[src/rtl/writeback_unit.sv]
// -----------------------------------------------------------------------------
// writeback_unit
//
// Write-back end of the register-file write path. Accepts completed results
// from execute (ALU results or load requests), waits for load data from data
// memory, queues committed writes in a small FIFO and drains at most one
// register write per clock. Writes to XZR (register 31) are discarded.
//
// Optional feature (macro WB_FORWARD_EN): combinational forwarding lookup over
// the queued writes and the current output stage.
//
// Ports:
//   clock, reset_n           main clock, asynchronous active-low reset
//   resultValid/resultReady  result handshake from execute
//   regWriteIn, memToReg     result writes a register / result is a load
//   destReg, aluResult       destination register and ALU value
//   memData, memDataValid    load data and its single-cycle valid pulse
//   regWrite, writeRegister,
//   writeData                registered write port to the register file
//   fifoCount                current write FIFO occupancy
//   busy                     FSM not idle or writes still queued
//   lookupReg, fwdHit,
//   fwdData                  forwarding lookup (WB_FORWARD_EN only)
// -----------------------------------------------------------------------------
module writeback_unit #(
    parameter int DEPTH = 4,
    parameter int AW    = 2
) (
    input  logic          clock,
    input  logic          reset_n,
    input  logic          resultValid,
    output logic          resultReady,
    input  logic          regWriteIn,
    input  logic          memToReg,
    input  logic [4:0]    destReg,
    input  logic [31:0]   aluResult,
    input  logic [31:0]   memData,
    input  logic          memDataValid,
    output logic          regWrite,
    output logic [4:0]    writeRegister,
    output logic [31:0]   writeData,
    output logic [AW:0]   fifoCount,
    output logic          busy
`ifdef WB_FORWARD_EN
    ,
    input  logic [4:0]    lookupReg,
    output logic          fwdHit,
    output logic [31:0]   fwdData
`endif
);

    localparam logic [AW:0] DEPTH_C = (AW+1)'(DEPTH);
    localparam logic [4:0]  XZR     = 5'd31;

    typedef enum logic [1:0] {IDLE, WAIT_MEM, HOLD} state_t;

    state_t        state_q, state_d;
    logic [4:0]    load_reg_q, load_reg_d;
    logic [31:0]   hold_data_q, hold_data_d;
    logic [AW-1:0] rd_ptr_q, wr_ptr_q;
    logic [AW:0]   count_q, count_d;
    logic          reg_write_q;
    logic [4:0]    write_reg_q;
    logic [31:0]   write_data_q;

    logic [4:0]    fifo_reg_q  [DEPTH];
    logic [31:0]   fifo_data_q [DEPTH];

    logic          accept, discard, pop, space, push;
    logic [4:0]    push_reg;
    logic [31:0]   push_data;

    assign resultReady = (state_q == IDLE) && (count_q < DEPTH_C);
    assign accept      = resultValid && resultReady;
    assign discard     = !regWriteIn || (destReg == XZR);
    assign pop         = (count_q != '0);
    // Space is judged after this edge's pop, so a full FIFO that drains can
    // still take a push on the same edge.
    assign space       = (count_q < DEPTH_C) || pop;
    assign count_d     = count_q + (AW+1)'(push) - (AW+1)'(pop);

    // NOTE: every signal written here gets a default first, so no latches.
    always_comb begin
        state_d     = state_q;
        load_reg_d  = load_reg_q;
        hold_data_d = hold_data_q;
        push        = 1'b0;
        push_reg    = load_reg_q;
        push_data   = hold_data_q;
        unique case (state_q)
            IDLE: begin
                // resultReady already guarantees room for an ALU push.
                if (accept && !discard) begin
                    if (memToReg) begin
                        load_reg_d = destReg;
                        state_d    = WAIT_MEM;
                    end else begin
                        push      = 1'b1;
                        push_reg  = destReg;
                        push_data = aluResult;
                    end
                end
            end
            WAIT_MEM: begin
                if (memDataValid) begin
                    if (space) begin
                        push      = 1'b1;
                        push_data = memData;
                        state_d   = IDLE;
                    end else begin
                        hold_data_d = memData;
                        state_d     = HOLD;
                    end
                end
            end
            HOLD: begin
                if (space) begin
                    push    = 1'b1;
                    state_d = IDLE;
                end
            end
            default: state_d = IDLE;
        endcase
    end

    // NOTE: sequential state uses non-blocking assignments only.
    always_ff @(posedge clock or negedge reset_n) begin
        if (!reset_n) begin
            state_q      <= IDLE;
            load_reg_q   <= '0;
            hold_data_q  <= '0;
            rd_ptr_q     <= '0;
            wr_ptr_q     <= '0;
            count_q      <= '0;
            reg_write_q  <= 1'b0;
            write_reg_q  <= '0;
            write_data_q <= '0;
        end else begin
            state_q     <= state_d;
            load_reg_q  <= load_reg_d;
            hold_data_q <= hold_data_d;
            count_q     <= count_d;
            reg_write_q <= pop;
            if (pop) begin
                write_reg_q  <= fifo_reg_q[rd_ptr_q];
                write_data_q <= fifo_data_q[rd_ptr_q];
                rd_ptr_q     <= rd_ptr_q + 1'b1;
            end
            if (push) begin
                wr_ptr_q <= wr_ptr_q + 1'b1;
            end
        end
    end

    // NOTE: FIFO storage is not reset; the occupancy count alone says which
    // entries are valid, so reset only has to clear the pointers.
    always_ff @(posedge clock) begin
        if (push) begin
            fifo_reg_q[wr_ptr_q]  <= push_reg;
            fifo_data_q[wr_ptr_q] <= push_data;
        end
    end

    assign regWrite      = reg_write_q;
    assign writeRegister = write_reg_q;
    assign writeData     = write_data_q;
    assign fifoCount     = count_q;
    assign busy          = (state_q != IDLE) || (count_q != '0);

`ifdef WB_FORWARD_EN
    // Scan from oldest (output stage) to youngest (tail) so that later
    // matches override earlier ones.
    logic [AW-1:0] fwd_idx;
    always_comb begin
        fwdHit  = 1'b0;
        fwdData = '0;
        fwd_idx = rd_ptr_q;
        if (reg_write_q && (write_reg_q == lookupReg)) begin
            fwdHit  = 1'b1;
            fwdData = write_data_q;
        end
        for (int i = 0; i < DEPTH; i++) begin
            fwd_idx = rd_ptr_q + AW'(i);
            if (((AW+1)'(i) < count_q) && (fifo_reg_q[fwd_idx] == lookupReg)) begin
                fwdHit  = 1'b1;
                fwdData = fifo_data_q[fwd_idx];
            end
        end
        if (lookupReg == XZR) begin
            fwdHit  = 1'b0;
            fwdData = '0;
        end
    end
`endif

endmodule
[config.mk]
export PLATFORM = sky130hd
export DESIGN_NAME = writeback_unit
export DESIGN_NICKNAME = d
export VERILOG_FILES = /design/src/rtl/writeback_unit.sv
export SDC_FILE = /design/constraint.sdc
export NUM_CORES = 1
export LEC_CHECK = 0
export BUFFER_PORTS_ARGS = -buffer_cell sky130_fd_sc_hd__buf_2
export CELL_PAD_IN_SITES_DETAIL_PLACEMENT = 2
export CELL_PAD_IN_SITES_GLOBAL_PLACEMENT = 2
export CORE_MARGIN = 5
export CORE_UTILIZATION = 25
export CTS_BUF_LIST = sky130_fd_sc_hd__clkbuf_8
export CTS_CLUSTER_DIAMETER = 50
export DETAILED_ROUTE_END_ITERATION = 10
export GPL_TIMING_DRIVEN = 0
export HOLD_SLACK_MARGIN = 0.08
export PLACE_DENSITY = 0.56
export SLEW_MARGIN = 10
export SYNTH_ARGS = -nofsm -noshare
export SYNTH_HDL_FRONTEND = slang
export SYNTH_SLANG_ARGS = --single-unit
[constraint.sdc]
create_clock -name clock -period 3.4 [get_ports clock]
set_clock_uncertainty 0.15 [all_clocks]
set_input_delay 0 -clock clock [delete_from_list [all_inputs] [get_ports clock]]
set_output_delay 0 -clock clock [all_outputs]
set_load 0.005 [all_outputs]
Word level (Yosys, flattened, before mapping) --
Memories as Yosys holds them, arrays and structs flattened. A register that Yosys moved wholly into a read port is not among the register bits. Cells that the tools add are included.
Operators by class: div/mod/pow operators 0, $add $sub $neg 4, eq/ne operators 7, muxes and demuxes 21, reductions and logical operators 16, multipliers 0, shift operators 0, bitwise operators 1, order comparisons 1
Operators by type and width (count):
- 2-to-1 mux 32 bit | 4
- one-hot mux 32 bit (2 select lines) | 1
- 2-to-1 mux 5 bit | 3
- 2-to-1 mux 2 bit | 5
- 2-to-1 mux 1 bit | 6
- != test 2 bit (second input constant) | 3
- one-hot mux 2 bit (3 select lines) | 1
- AND reduction 3 bit | 2
- == test 5 bit (second input constant) | 1
- adder 2 x 1 -> 2 bit (second input constant) | 2
- zero test 1 bit | 4
- AND reduction 4 bit | 1
- adder 3 x 1 -> 3 bit | 1
- logical AND 1 bit | 3
- logical OR 1 bit | 3
- less-than comparator 3 bit (second input constant) | 1
- one-hot mux 1 bit (3 select lines) | 1
- nonzero test 3 bit | 1
- subtractor 3 x 1 -> 3 bit | 1
- == test 2 x 1 -> 1 bit (second input constant) | 1
- == test 2 bit (second input constant) | 1
- zero test 2 bit | 1
- != test 2 x 1 -> 1 bit (second input constant) | 1
- nonzero test 2 bit | 1
- NOT 1 bit | 1
Storage, ports and cells: latch bits 0, bits in registers 47, memories 2, memory bits (read-only) 0, bits of input ports 75, output and inout port bits 43, memory bits (writable) 148, word-level logic and storage cells 59
Memory list:
- fifo_data_q | words 4, width 32, read ports 1, clocked after Yosys merged registers in 1, write ports 1, RTL line 67 | logic [31:0] fifo_data_q [DEPTH];
- fifo_reg_q | words 4, width 5, read ports 1, clocked after Yosys merged registers in 1, write ports 1, RTL line 66 | logic [4:0] fifo_reg_q [DEPTH];

Depth between registers and ports, before layout --
Gate-level depths: netlist of run 1.
word-level depth 8, gate-level depth with buffers 13, gate-level depth less buffers 11

Least setup slack after synthesis of run 1 --
Ideal clock, no wire load.
path type register to register, from reg state_q[0], to mem fifo_data_q[0][0] (enable), data arrival time 2434 ps, path slack 418 ps, clock period less this slack 2982 ps, data required time 2852 ps, cell stages (with the launch flop) 7, path buffers 2, cells stage by stage dfrtp_1 -> buf_2 -> or3_4 -> a211oi_4 -> buf_4 -> o31a_2 -> and2_1
On the way: cells in the longest elaborated chain, start to end 8, elaborated cells between the ends (all ways) 10, classes of those cells eq/ne (2); mux (4); reduce/logical (4)
Ends and longest elaborated chain:
- start, declared | RTL line 57 | state_t state_q, state_d;
- start signal, assigned | RTL line 139 | state_q <= state_d;
- zero test 2 bit | RTL line 73, 90
- logical AND 1 bit | RTL line 73 | assign resultReady = (state_q == IDLE) && (count_q < DEPTH_C);
- logical AND 1 bit | RTL line 74 | assign accept = resultValid && resultReady;
- logical AND 1 bit | RTL line 93 | if (accept && !discard) begin
- 2-to-1 mux 1 bit | RTL line 93
- one-hot mux 1 bit (3 select lines) (*) | RTL line 90 | unique case (state_q)
- 2-to-1 mux 1 bit (*) | RTL line 158 | if (push) begin
- 2-to-1 mux 1 bit (implied by the code) (*) | RTL line 160 | fifo_data_q[wr_ptr_q] <= push_data;
- end, declared | RTL line 67
Every way passes the cells marked *; elsewhere a longest branch is shown, timed or not.

Worst setup path after layout of run 1 --
from reg state_q[1], to mem fifo_data_q[0][8] (data pin)
On the way: cells in the longest elaborated chain, start to end 6, elaborated cells between the ends (all ways) 7, classes of those cells eq/ne (1); mux (2); reduce/logical (4)
Ends and longest elaborated chain:
- zero test 2 bit | RTL line 73, 90
- logical AND 1 bit | RTL line 73
- logical AND 1 bit | RTL line 74
- logical AND 1 bit | RTL line 93
- 2-to-1 mux 32 bit | RTL line 93
- one-hot mux 32 bit (2 select lines) (*) | RTL line 90
- named net push_data[8] | RTL line 71 | logic [31:0] push_data;
The timed path passes the listed nets; every way through them passes the cells marked *.

==> flow_metrics.env, run 1 <==
export IMPL_p_comb_share_pct=27.6
export IMPL_place_gp_congestion=0.662
export IMPL_htree_levels=2
export IMPL_antenna_found_initial=0
export IMPL_ff2ff_setup_slack_ns=0.20
export IMPL_utilization_pct=33.8
export IMPL_power_leakage_nw=5.32
export IMPL_synth_fp_nets=643
export IMPL_ios=118
export IMPL_relSlewSlack_pct=32.5
export IMPL_die_area_um2=40000
export IMPL_synth_avg_cell_area_um2=16.1
export IMPL_tightest_slew_ns=1.01
export IMPL_first_pass_iters=4
export IMPL_intPower_w=0.00654
export IMPL_hold_depth=6
export IMPL_dr_first_iter_drc_count=204
export IMPL_synth_area_um2=9030
export IMPL_syn_inst=561
export IMPL_ff2ff_path_depth=6
export IMPL_yosys_register_bits=232
export IMPL_worstPathRequired_ns=3.63
export IMPL_dp_hpwl_mm=16.8
export IMPL_hold_viol=0
export IMPL_layout_nets=890
export IMPL_diodes=0
export IMPL_synth_edf_count=148
export IMPL_p_seq_share_pct=42.9
export IMPL_cts_buffers=43
export IMPL_fmax_mhz=312
export IMPL_ys_seq_area_share_pct=72.5
export IMPL_maxCapViolCount=0
export IMPL_async_flop_share_pct=36.2
export IMPL_area_growth_pct=33.1
export IMPL_synth_top_area_share_pct=49.2
export IMPL_power_per_cell_area_nw_per_um2=780
export IMPL_fp_dieH_um=200
export IMPL_clockBufferDepth=3
export IMPL_slew_viol_final=0
export IMPL_cts_root_buffer="clkbuf_8"
export IMPL_place_area_um2=10300
export IMPL_routed_wl_mm=25.3
export IMPL_grt_pass1_vias=6667
export IMPL_grt_overflow=0
export IMPL_clk_latency_ns=0.54
export IMPL_startpoint_type="register"
export IMPL_grt_first_pass_wirelength_mm=39.2
export IMPL_worst_setup_path_type="register to register"
export IMPL_fin_crit_sh_pct=94.1
export IMPL_start_util_pct=25.4
export IMPL_io_buffers=117
export IMPL_synth_distinct_cells=32
export IMPL_min_delay_start="resultValid"
export IMPL_track_usage_pct=13.0
export IMPL_synth_top_area_cell="edfxtp_1"
export IMPL_synth_area_leaders="edfxtp_1, dfrtp_1, mux4_2"
export IMPL_viasPerCell=4.29
export IMPL_ant_nets=0
export IMPL_netSwitchingFraction_pct=30.3
export IMPL_wire_per_inst_um=19.4
export IMPL_worstHoldPathType="input pin to register"
export IMPL_crit_fanout=10
export IMPL_clkSinkCount=232
export IMPL_drc=0
export IMPL_crit_reg2reg_launch="state_q[1]"
export IMPL_synthFlopType="edfxtp_1"
export IMPL_clkPwrFrac_pct=29.6
export IMPL_drive_gt1_share_pct=29.0
export IMPL_r2r_end="fifo_data_q[0][8]"
export IMPL_die_x_um=200
export IMPL_cts_tree="done"
export IMPL_clk_pin_slew_ns=0.05
export IMPL_status="completed"
export IMPL_layout_min_cycle_time_ns=3.20
export IMPL_crit_path_end_kind="register"
export IMPL_grt_max_degree=44
export IMPL_max_vdd_ir_drop_mv=0.249
export IMPL_critPathArrivalTime_ns=3.43
export IMPL_yosys_warnings=0
export IMPL_rows=69
export IMPL_p_switching_w=0.00284
export IMPL_vias=5578
export IMPL_finalSetupViolCount=0
export IMPL_holdPathEnd="wr_ptr_q[1]"
export IMPL_coreArea_um2=35600
export IMPL_fin_area_um2=12000
-- per-layer routing --
metal | part of all wire (%) | up-vias | GRT usage (%)
met5 | 0 | - | 0
met3 | 5.2 | 37 | 2.62
li1 | - | 2539 | -
met2 | 52 | 135 | 23.6
met4 | 1.8 | 0 | 3.50
met1 | 41 | 2867 | 15.7
-- per-stage QoR --
| step | instances | hold WS, ns | setup slack, ns | TNS, ns | power (W) |
|---|---|---|---|---|---|
| 2_1_floorplan | 561 | -0.446 | 0.418 | 0 | 0.00552 |
| 3_3_place_gp | 1139 | 0.112 | -0.874 | -128.48 | 0.00648 |
| 3_5_place_dp | 1144 | -0.0831 | -0.132 | -0.132 | 0.00667 |
| 4_1_cts | 1301 | 0.167 | 0.0928 | 0 | 0.00962 |
| 5_1_grt | 1301 | 0.171 | -0.0104 | -0.0104 | 0.0100 |
| 6_report | 1301 | 0.138 | 0.199 | 0 | 0.00938 |
-- synth_stat cells, types with 2 or more instances --
cell / count
edfxtp_1: 148
nand2_1: 113
dfrtp_1: 84
clkbuf_1: 45
mux4_2: 37
a21o_1: 33
a22o_1: 33
buf_2: 10
mux2_2: 10
inv_1: 9
ha_1: 6
xnor2_1: 5
and2_1: 4
buf_1: 3
nor2_1: 3
nor3_1: 2
-- cell usage in the layout, fill, tap and decap left out, types with 2 or more instances in the layout --
cell type,instances
a21o_1,33
dlygate4sd3_1,78
mux2_2,10
buf_4,2
ha_1,6
buf_12,4
clkbuf_1,44
dfrtp_1,84
buf_2,126
bufinv_16,5
mux4_2,37
xnor2_1,5
buf_1,4
nor2_1,3
buf_16,2
nand2_1,113
inv_1,29
clkbuf_8,46
clkinv_1,4
edfxtp_1,148
a22o_1,33
and2_2,4
-- cells by family (layout without fill, tap and decap cells) --
logic type / Yosys count / count (layout) / synth area share (%)
DFF: 232 / 232 / 72.5
AOI/OAI and AO/OA: 70 / 70 / 6.45
adders and majority gates: 7 / 7 / 1.05
xor gates and xnor gates: 5 / 5 / 0.485
muxes: 48 / 48 / 10.6
and+or+nand+nor: 130 / 130 / 5.86
buffers and inverters: 68 / 347 / 3.01
other: 1 / 1 / 0.0415
-- sequential cells by signal (all words and copies together) (netlist names) --
register / cells
fifo_data_q: 128
hold_data_q: 32
writeData: 32
fifo_reg_q: 20
load_reg_q: 5
writeRegister: 5
fifoCount: 3
rd_ptr_q: 2
state_q: 2
wr_ptr_q: 2
regWrite: 1
-- power by group through the flow --
| stage | Sequential [W] | Combinational (W) | Clock [W] |
|---|---|---|---|
| 6_report | 0.00402 | 0.00258 | 0.00277 |
| 5_1_grt | 0.00409 | 0.00290 | 0.00302 |
| 4_1_cts | 0.00404 | 0.00270 | 0.00288 |
| 3_5_place_dp | 0.00409 | 0.00258 | 0 |
| 3_3_place_gp | 0.00406 | 0.00242 | 0 |
| 2_1_floorplan | 0.00403 | 0.00149 | 0 |
-- worst max-delay path, cell delays in order, from the launching register on --
cell	delay, ns
dfrtp_1	0.45
nand2b_1	0.21
nor2_1	0.50
buf_1	0.73
a22o_1	0.27
dlygate4sd3_1	0.58
a21o_1	0.15
-- layout make-up --
class | count | area, µm²
fill | 3672 | 23600
sequential | 232 | 6550
multi-input combinational | 261 | 2220
timing repair buffer | 202 | 1510
clock buffer | 46 | 633
tap | 461 | 577
clock inverter | 31 | 256
buffer | 59 | 241
inverter | 9 | 33.8
-- how the worst max path moves through the flow --
stage / startpoint / end / slack, ns / depth (start not counted)
floorplan: state_q[0] / fifo_data_q[0][0] / 0.42 / 6
CTS: fifoCount[1] / fifoCount[2] / 0.09 / 10
finish: state_q[1] / fifo_data_q[0][8] / 0.20 / 6
global route: state_q[0] / fifoCount[2] / -0.01 / 13
global placement: state_q[0] / fifo_data_q[1][15] / -0.87 / 6
detailed placement: state_q[0] / fifoCount[2] / -0.13 / 13
-- timing repair --
item                                    4_1_cts  5_1_grt
gates resized for setup                       0        3
endpoints found under the setup margin        1        5
endpoints found under the hold margin       240        0
hold buffers                                 79        0
pin swaps                                     1        0
buffers inserted                              1        0
Note: power is estimated with default switching activity, not from simulation.
==> inputs of run 2 (changes only) <==
- ABC_AREA: default -> 1
- PLACE_DENSITY: 0.56 -> 0.61
==> flow_metrics.env, run 2 <==
export IMPL_grt_pass1_vias=9232
export IMPL_clockBufferDepth=3
export IMPL_start_util_pct=25.2
export IMPL_seq_area_um2=6550
export IMPL_dp_hpwl_mm=25.2
export IMPL_slew_viol_final=0
export IMPL_cts_root_buffer="clkbuf_8"
export IMPL_die_area_um2=45100
export IMPL_netSwitchingFraction_pct=36.5
export IMPL_hold_viol=0
export IMPL_async_flop_share_pct=36.2
export IMPL_pre_cts_ws_ns=0.581
export IMPL_dr_first_iter_drc_count=312
export IMPL_synth_top_area_cell="edfxtp_1"
export IMPL_ff2ff_setup_slack_ns=0.54
export IMPL_wire_per_inst_um=18.9
export IMPL_grt_first_pass_wirelength_mm=54.0
export IMPL_clk_pin_slew_ns=0.07
export IMPL_track_usage_pct=15.5
export IMPL_multiInputGateArea_um2=2970
export IMPL_power_per_cell_area_nw_per_um2=754
export IMPL_ff2ff_path_depth=9
export IMPL_die_x_um=212
export IMPL_worst_setup_path_type="input pin to register"
export IMPL_power_leakage_nw=5.74
export IMPL_postCtsResizedCells=0
export IMPL_io_buffers=116
export IMPL_place_gp_congestion=0.738
export IMPL_clkPwrFrac_pct=29.1
export IMPL_grt_use_met2_pct=27.0
export IMPL_synth_fp_nets=1119
export IMPL_r2r_end="fifo_data_q[1][26]"
export IMPL_grt_max_degree=50
export IMPL_synth_top_area_share_pct=43.4
export IMPL_largest_register="fifo_data_q"
export IMPL_crit_reg2reg_launch="state_q[1]"
export IMPL_synth_most_common_cell="nand2_1"
export IMPL_synth_area_um2=10200
export IMPL_cts_tree="done"
export IMPL_synthFlopType="edfxtp_1"
export IMPL_cp_endpoint="fifo_data_q[1][26]"
export IMPL_diodes=0
export IMPL_max_vdd_ir_drop_mv=0.307
export IMPL_antenna_found_initial=0
export IMPL_coreArea_um2=40600
export IMPL_crit_path_end_kind="register"
export IMPL_clkSinkCount=232
export IMPL_cts_buffers=43
export IMPL_p_comb_share_pct=31.9
export IMPL_fin_crit_sh_pct=84.2
export IMPL_synth_area_leaders="edfxtp_1, dfrtp_1, nand2_1"
export IMPL_gr_max_usage_layer="met2"
export IMPL_ios=118
export IMPL_layout_min_cycle_time_ns=2.86
export IMPL_htree_levels=2
export IMPL_relSlewSlack_pct=43.9
export IMPL_setup_ws_ns=0.539
export IMPL_drive_gt1_share_pct=17.8
export IMPL_n_fill_cell=4453
export IMPL_crit_fanout=10
export IMPL_p_switching_w=0.00369
export IMPL_tightest_slew_ns=0.839
export IMPL_yosys_register_bits=232
export IMPL_p_seq_share_pct=39.0
export IMPL_rsz0062_at_grt="false"
export IMPL_yosys_warnings=0
export IMPL_layout_commonest_cell="nand2_1"
export IMPL_synth_avg_cell_area_um2=9.87
export IMPL_clk_latency_ns=0.56
export IMPL_synthTopCellsByCount="nand2_1, edfxtp_1, nor2_1"
export IMPL_area_growth_pct=30.8
export IMPL_synth_edf_count=148
export IMPL_ant_nets=0
export IMPL_worstHoldPathType="input pin to register"
export IMPL_layout_nets=1365
export IMPL_use_met1_pct=20.3
export IMPL_vias=8145
export IMPL_ys_seq_area_share_pct=63.9
export IMPL_drc=0
export IMPL_grt_use_met3_pct=2.60
export IMPL_synth_distinct_cells=29
export IMPL_largest_register_ff_count=128
export IMPL_maxCapViolCount=0
export IMPL_startpoint_type="input pin"
export IMPL_status="completed"
export IMPL_worstPathRequired_ns=3.54
export IMPL_grt_overflow=0
export IMPL_crit_start="resultValid"
export IMPL_first_pass_iters=4
export IMPL_finalSetupViolCount=0
export IMPL_utilization_pct=32.9
export IMPL_critPathArrivalTime_ns=3.00
export IMPL_intPower_w=0.00641
export IMPL_rows=74
export IMPL_fmax_mhz=349
export IMPL_routed_wl_mm=34.9
export IMPL_most_common_layout_cells="nand2_1, edfxtp_1, buf_2, nor2_1, inv_1"
export IMPL_viasPerCell=4.40
export IMPL_syn_inst=1037
export IMPL_fp_dieH_um=212
==> run 2: cell types whose count changed after synthesis, sizes merged, moves of 37 or more <==
cell	delta
nor2	+142
o21ai	+86
nand2	+85
inv	+79
nand3	+75
mux4	-37
==> run 2: worst min-delay path by stage <==
stage	slack, ns	depth (start not counted)	end	start
global placement	0.15	3	load_reg_q[3]	destReg[3]
CTS	0.12	5	fifo_data_q[0][24]	aluResult[24]
detailed placement	-0.21	1	writeData[22]	reset_n
global route	0.16	5	fifo_data_q[0][24]	aluResult[24]
finish	0.16	5	fifo_data_q[0][24]	aluResult[24]
floorplan	-0.45	0	fifoCount[0]	reset_n
==> run 2: critical path, cell delays in order <==
cell,delay [ns]
dlygate4sd3_1,0.51
buf_2,0.09
nand2_1,0.04
dlygate4sd3_1,0.62
nor2_8,0.20
nand3_4,0.16
buf_2,0.25
nand2_1,0.08
nand3b_1,0.29
dlygate4sd3_1,0.76
==> run 2: power by group through the flow <==
stage | Combinational [W] | Clock, W | Sequential (W)
finish | 0.00322 | 0.00294 | 0.00394
global route | 0.00363 | 0.00317 | 0.00400
CTS | 0.00333 | 0.00304 | 0.00395
detailed placement | 0.00323 | 0 | 0.00400
global placement | 0.00306 | 0 | 0.00400
floorplan | 0.00173 | 0 | 0.00398
==> run 2: final cells by class <==
cell class | count | share of cell area (%)
repair buffers | 201 | 11.4
flip-flops and latches | 232 | 48.9
clock buffers | 47 | 4.83
plain buffers | 99 | 3.11
multi-input cells | 617 | 22.2
well taps | 532 | 4.97
inverters | 89 | 2.49
clock inverters | 33 | 2.17
==> run 2: metrics by stage <==
| step | power, W | hold WS (ns) | instance area, µm² | std cells | setup TNS, ns |
|---|---|---|---|---|---|
| after floorplan | 0.00571 | -0.446 | 10200 | 1037 | 0 |
| after global placement | 0.00706 | 0.149 | 11500 | 1685 | -224.68 |
| after detailed placement | 0.00723 | -0.213 | 11600 | 1690 | 0 |
| after CTS | 0.0103 | 0.118 | 13400 | 1850 | 0 |
| after global routing | 0.0108 | 0.164 | 13400 | 1850 | 0 |
| final | 0.0101 | 0.156 | 13400 | 1850 | 0 |
==> run 2: cell families after synthesis <==
family	share of synthesized area, %
compound gates	6.54
xor+xnor	0.342
fa+ha+maj	0.929
buf+inv	7.33
flops	63.9
other cells	0.0366
simple gates	20.9
==> run 2: repair_timing <==
action	CTS	global route
hold endpoints to repair	240	0
hold buffers	80	0
buffers inserted	0	0
==> run 2: metal layers <==
metal,vias to the layer above,share of wire (%)
li1,3949,-
met3,35,3.4
met5,-,0
met4,0,1.7
met2,136,49
met1,4025,46
==> inputs of run 3 (changes only) <==
- PLACE_DENSITY: 0.61 -> 0.63
- clock period: 3.4 -> 2.6 ns (I/O delays scaled with it)
==> flow_metrics.env, run 3 (synthesis results as in run 2) <==
export IMPL_status="completed"
export IMPL_crit_fanout=8
export IMPL_crit_path_end_kind="register"
export IMPL_max_vdd_ir_drop_mv=0.339
export IMPL_ios=118
export IMPL_cp_slowest_cell="fa_1"
export IMPL_slew_viol_final=0
export IMPL_holdPathEnd="fifo_data_q[1][25]"
export IMPL_grt_overflow=0
export IMPL_crit_reg2reg_launch="state_q[1]"
export IMPL_wire_per_inst_um=19.2
export IMPL_most_common_layout_cells="nand2_1, edfxtp_1, buf_2, nor2_1, inv_1"
export IMPL_worst_setup_path_type="register to register"
export IMPL_clk_pin_slew_ns=0.06
export IMPL_drive_gt1_share_pct=18.0
export IMPL_hold_viol=0
export IMPL_fmax_mhz=406
export IMPL_hold_depth=5
export IMPL_min_delay_start="aluResult[25]"
export IMPL_antenna_found_initial=0
export IMPL_clkSinkCount=232
export IMPL_ff2ff_setup_slack_ns=0.14
export IMPL_diodes=0
export IMPL_critPathMaxStageDelay_ns=0.41
export IMPL_grt_max_degree=49
export IMPL_grt_first_pass_wirelength_mm=55.2
export IMPL_largest_register_ff_count=128
export IMPL_rows=74
export IMPL_tightest_slew_ns=0.875
export IMPL_coreArea_um2=40600
export IMPL_largest_register="fifo_data_q"
export IMPL_routed_wl_mm=35.6
export IMPL_dr_first_iter_drc_count=347
export IMPL_power_per_cell_area_nw_per_um2=962
export IMPL_die_x_um=212
export IMPL_io_buffers=116
export IMPL_cts_buffers=42
export IMPL_viasPerCell=4.50
export IMPL_setup_ws_ns=0.137
export IMPL_layout_min_cycle_time_ns=2.46
export IMPL_first_pass_iters=4
export IMPL_start_util_pct=25.2
export IMPL_worstHoldPathType="input pin to register"
export IMPL_grt_pass1_vias=9146
export IMPL_die_area_um2=45100
export IMPL_setup_tns_final_ns=0
export IMPL_power_leakage_nw=5.68
export IMPL_place_area_um2=11600
export IMPL_layout_commonest_cell="nand2_1"
export IMPL_relSlewSlack_pct=41.6
export IMPL_fp_dieH_um=212
export IMPL_worstPathRequired_ns=2.89
export IMPL_startpoint_type="register"
export IMPL_vias=8357
export IMPL_r2r_end="fifoCount[2]"
export IMPL_pre_cts_ws_ns=-0.253
export IMPL_track_usage_pct=15.8
export IMPL_path_cells="buf_6 -> nor2_4 -> nand2_4 -> nor2_8 -> nand3_4 -> nand2_4 -> inv_6 -> ha_1 -> inv_1 -> ha_1 -> inv_1 -> fa_1 -> xnor2_1"
export IMPL_place_gp_congestion=0.724
export IMPL_clk_latency_ns=0.56
export IMPL_critPathArrivalTime_ns=2.76
export IMPL_n_fill_cell=4446
export IMPL_layout_nets=1372
export IMPL_fin_area_um2=13400
export IMPL_fin_crit_sh_pct=94.7
export IMPL_ant_nets=0
export IMPL_drc=0
export IMPL_rsz0062_at_grt="false"
export IMPL_cts_root_buffer="clkbuf_8"
export IMPL_maxCapViolCount=0
export IMPL_ff2ff_path_depth=13
export IMPL_dp_hpwl_mm=24.5
export IMPL_finalSetupViolCount=0
export IMPL_clockBufferDepth=3
export IMPL_cts_tree="done"
export IMPL_area_growth_pct=30.7
export IMPL_htree_levels=2
==> run 3: cell type report <==
class                   count  area, µm²  area share [%]
flip-flops and latches    232       6550            48.9
multi-input cells         619       3010            22.5
repair buffers            207       1580            11.8
well taps                 532        666            4.97
clock buffers              45        619            4.63
plain buffers              99        418            3.12
inverters                  89        339            2.53
clock inverters            33        210            1.57
==> run 3: critical path: cells and delay by family (launching register included) <==
| kind | cells | cell delay, ns |
|---|---|---|
| xor gates and xnor gates | 1 | 0.14 |
| and+or+nand+nor | 5 | 0.56 |
| DFF | 1 | 0.37 |
| buffers and inverters | 4 | 0.32 |
| adders and majority gates | 3 | 0.81 |
==> run 3: how the worst max path moves through the flow <==
stage / slack [ns] / to / cells past startpoint / from
after floorplan: -0.04 / fifo_data_q[0][0] / 8 / state_q[1]
after global placement: -1.22 / fifo_data_q[3][21] / 8 / state_q[1]
after detailed placement: -0.25 / fifo_data_q[2][22] / 9 / state_q[1]
after CTS: 0.0002 / fifoCount[2] / 9 / fifoCount[1]
after global routing: 0.002 / fifoCount[2] / 13 / state_q[1]
final: 0.14 / fifoCount[2] / 13 / state_q[1]
==> run 3: per-stage QoR <==
stage	hold WS (ns)	utilization [%]	power [W]	std cells
final	0.135	32.9	0.0129	1856
after global placement	0.147	28.3	0.00923	1685
after detailed placement	-0.205	28.7	0.00943	1690
after global routing	0.181	32.9	0.0138	1856
after floorplan	-0.446	-	0.00747	1037
after CTS	0.112	32.8	0.0131	1853
==> run 3: metal layers <==
layer | up-vias | global-route usage (%) | part of all wire [%]
met5 | - | 0 | 0
met3 | 48 | 3.17 | 4.6
met1 | 4169 | 20.1 | 44
li1 | 3969 | - | -
met2 | 171 | 27.6 | 49
met4 | 0 | 4.24 | 2.4
==> run 3: report_power, final <==
part | internal (W) | leakage (nW) | total [W] | switching [W]
Sequential | 0.00482 | 2.46 | 0.00514 | 0.000321
Combinational | 0.00143 | 2.76 | 0.00432 | 0.00289
Clock | 0.00182 | 0.463 | 0.00341 | 0.00159
Total | 0.00807 | 5.68 | 0.0129 | 0.00480
==> run 3: what timing repair did <==
item	CTS	global route
pin swaps	3	3
cloned	2	0
resized for setup	6	5
hold buffers	81	0
setup buffers	2	3
hold endpoints to repair	240	0
endpoints found under the setup margin	137	21
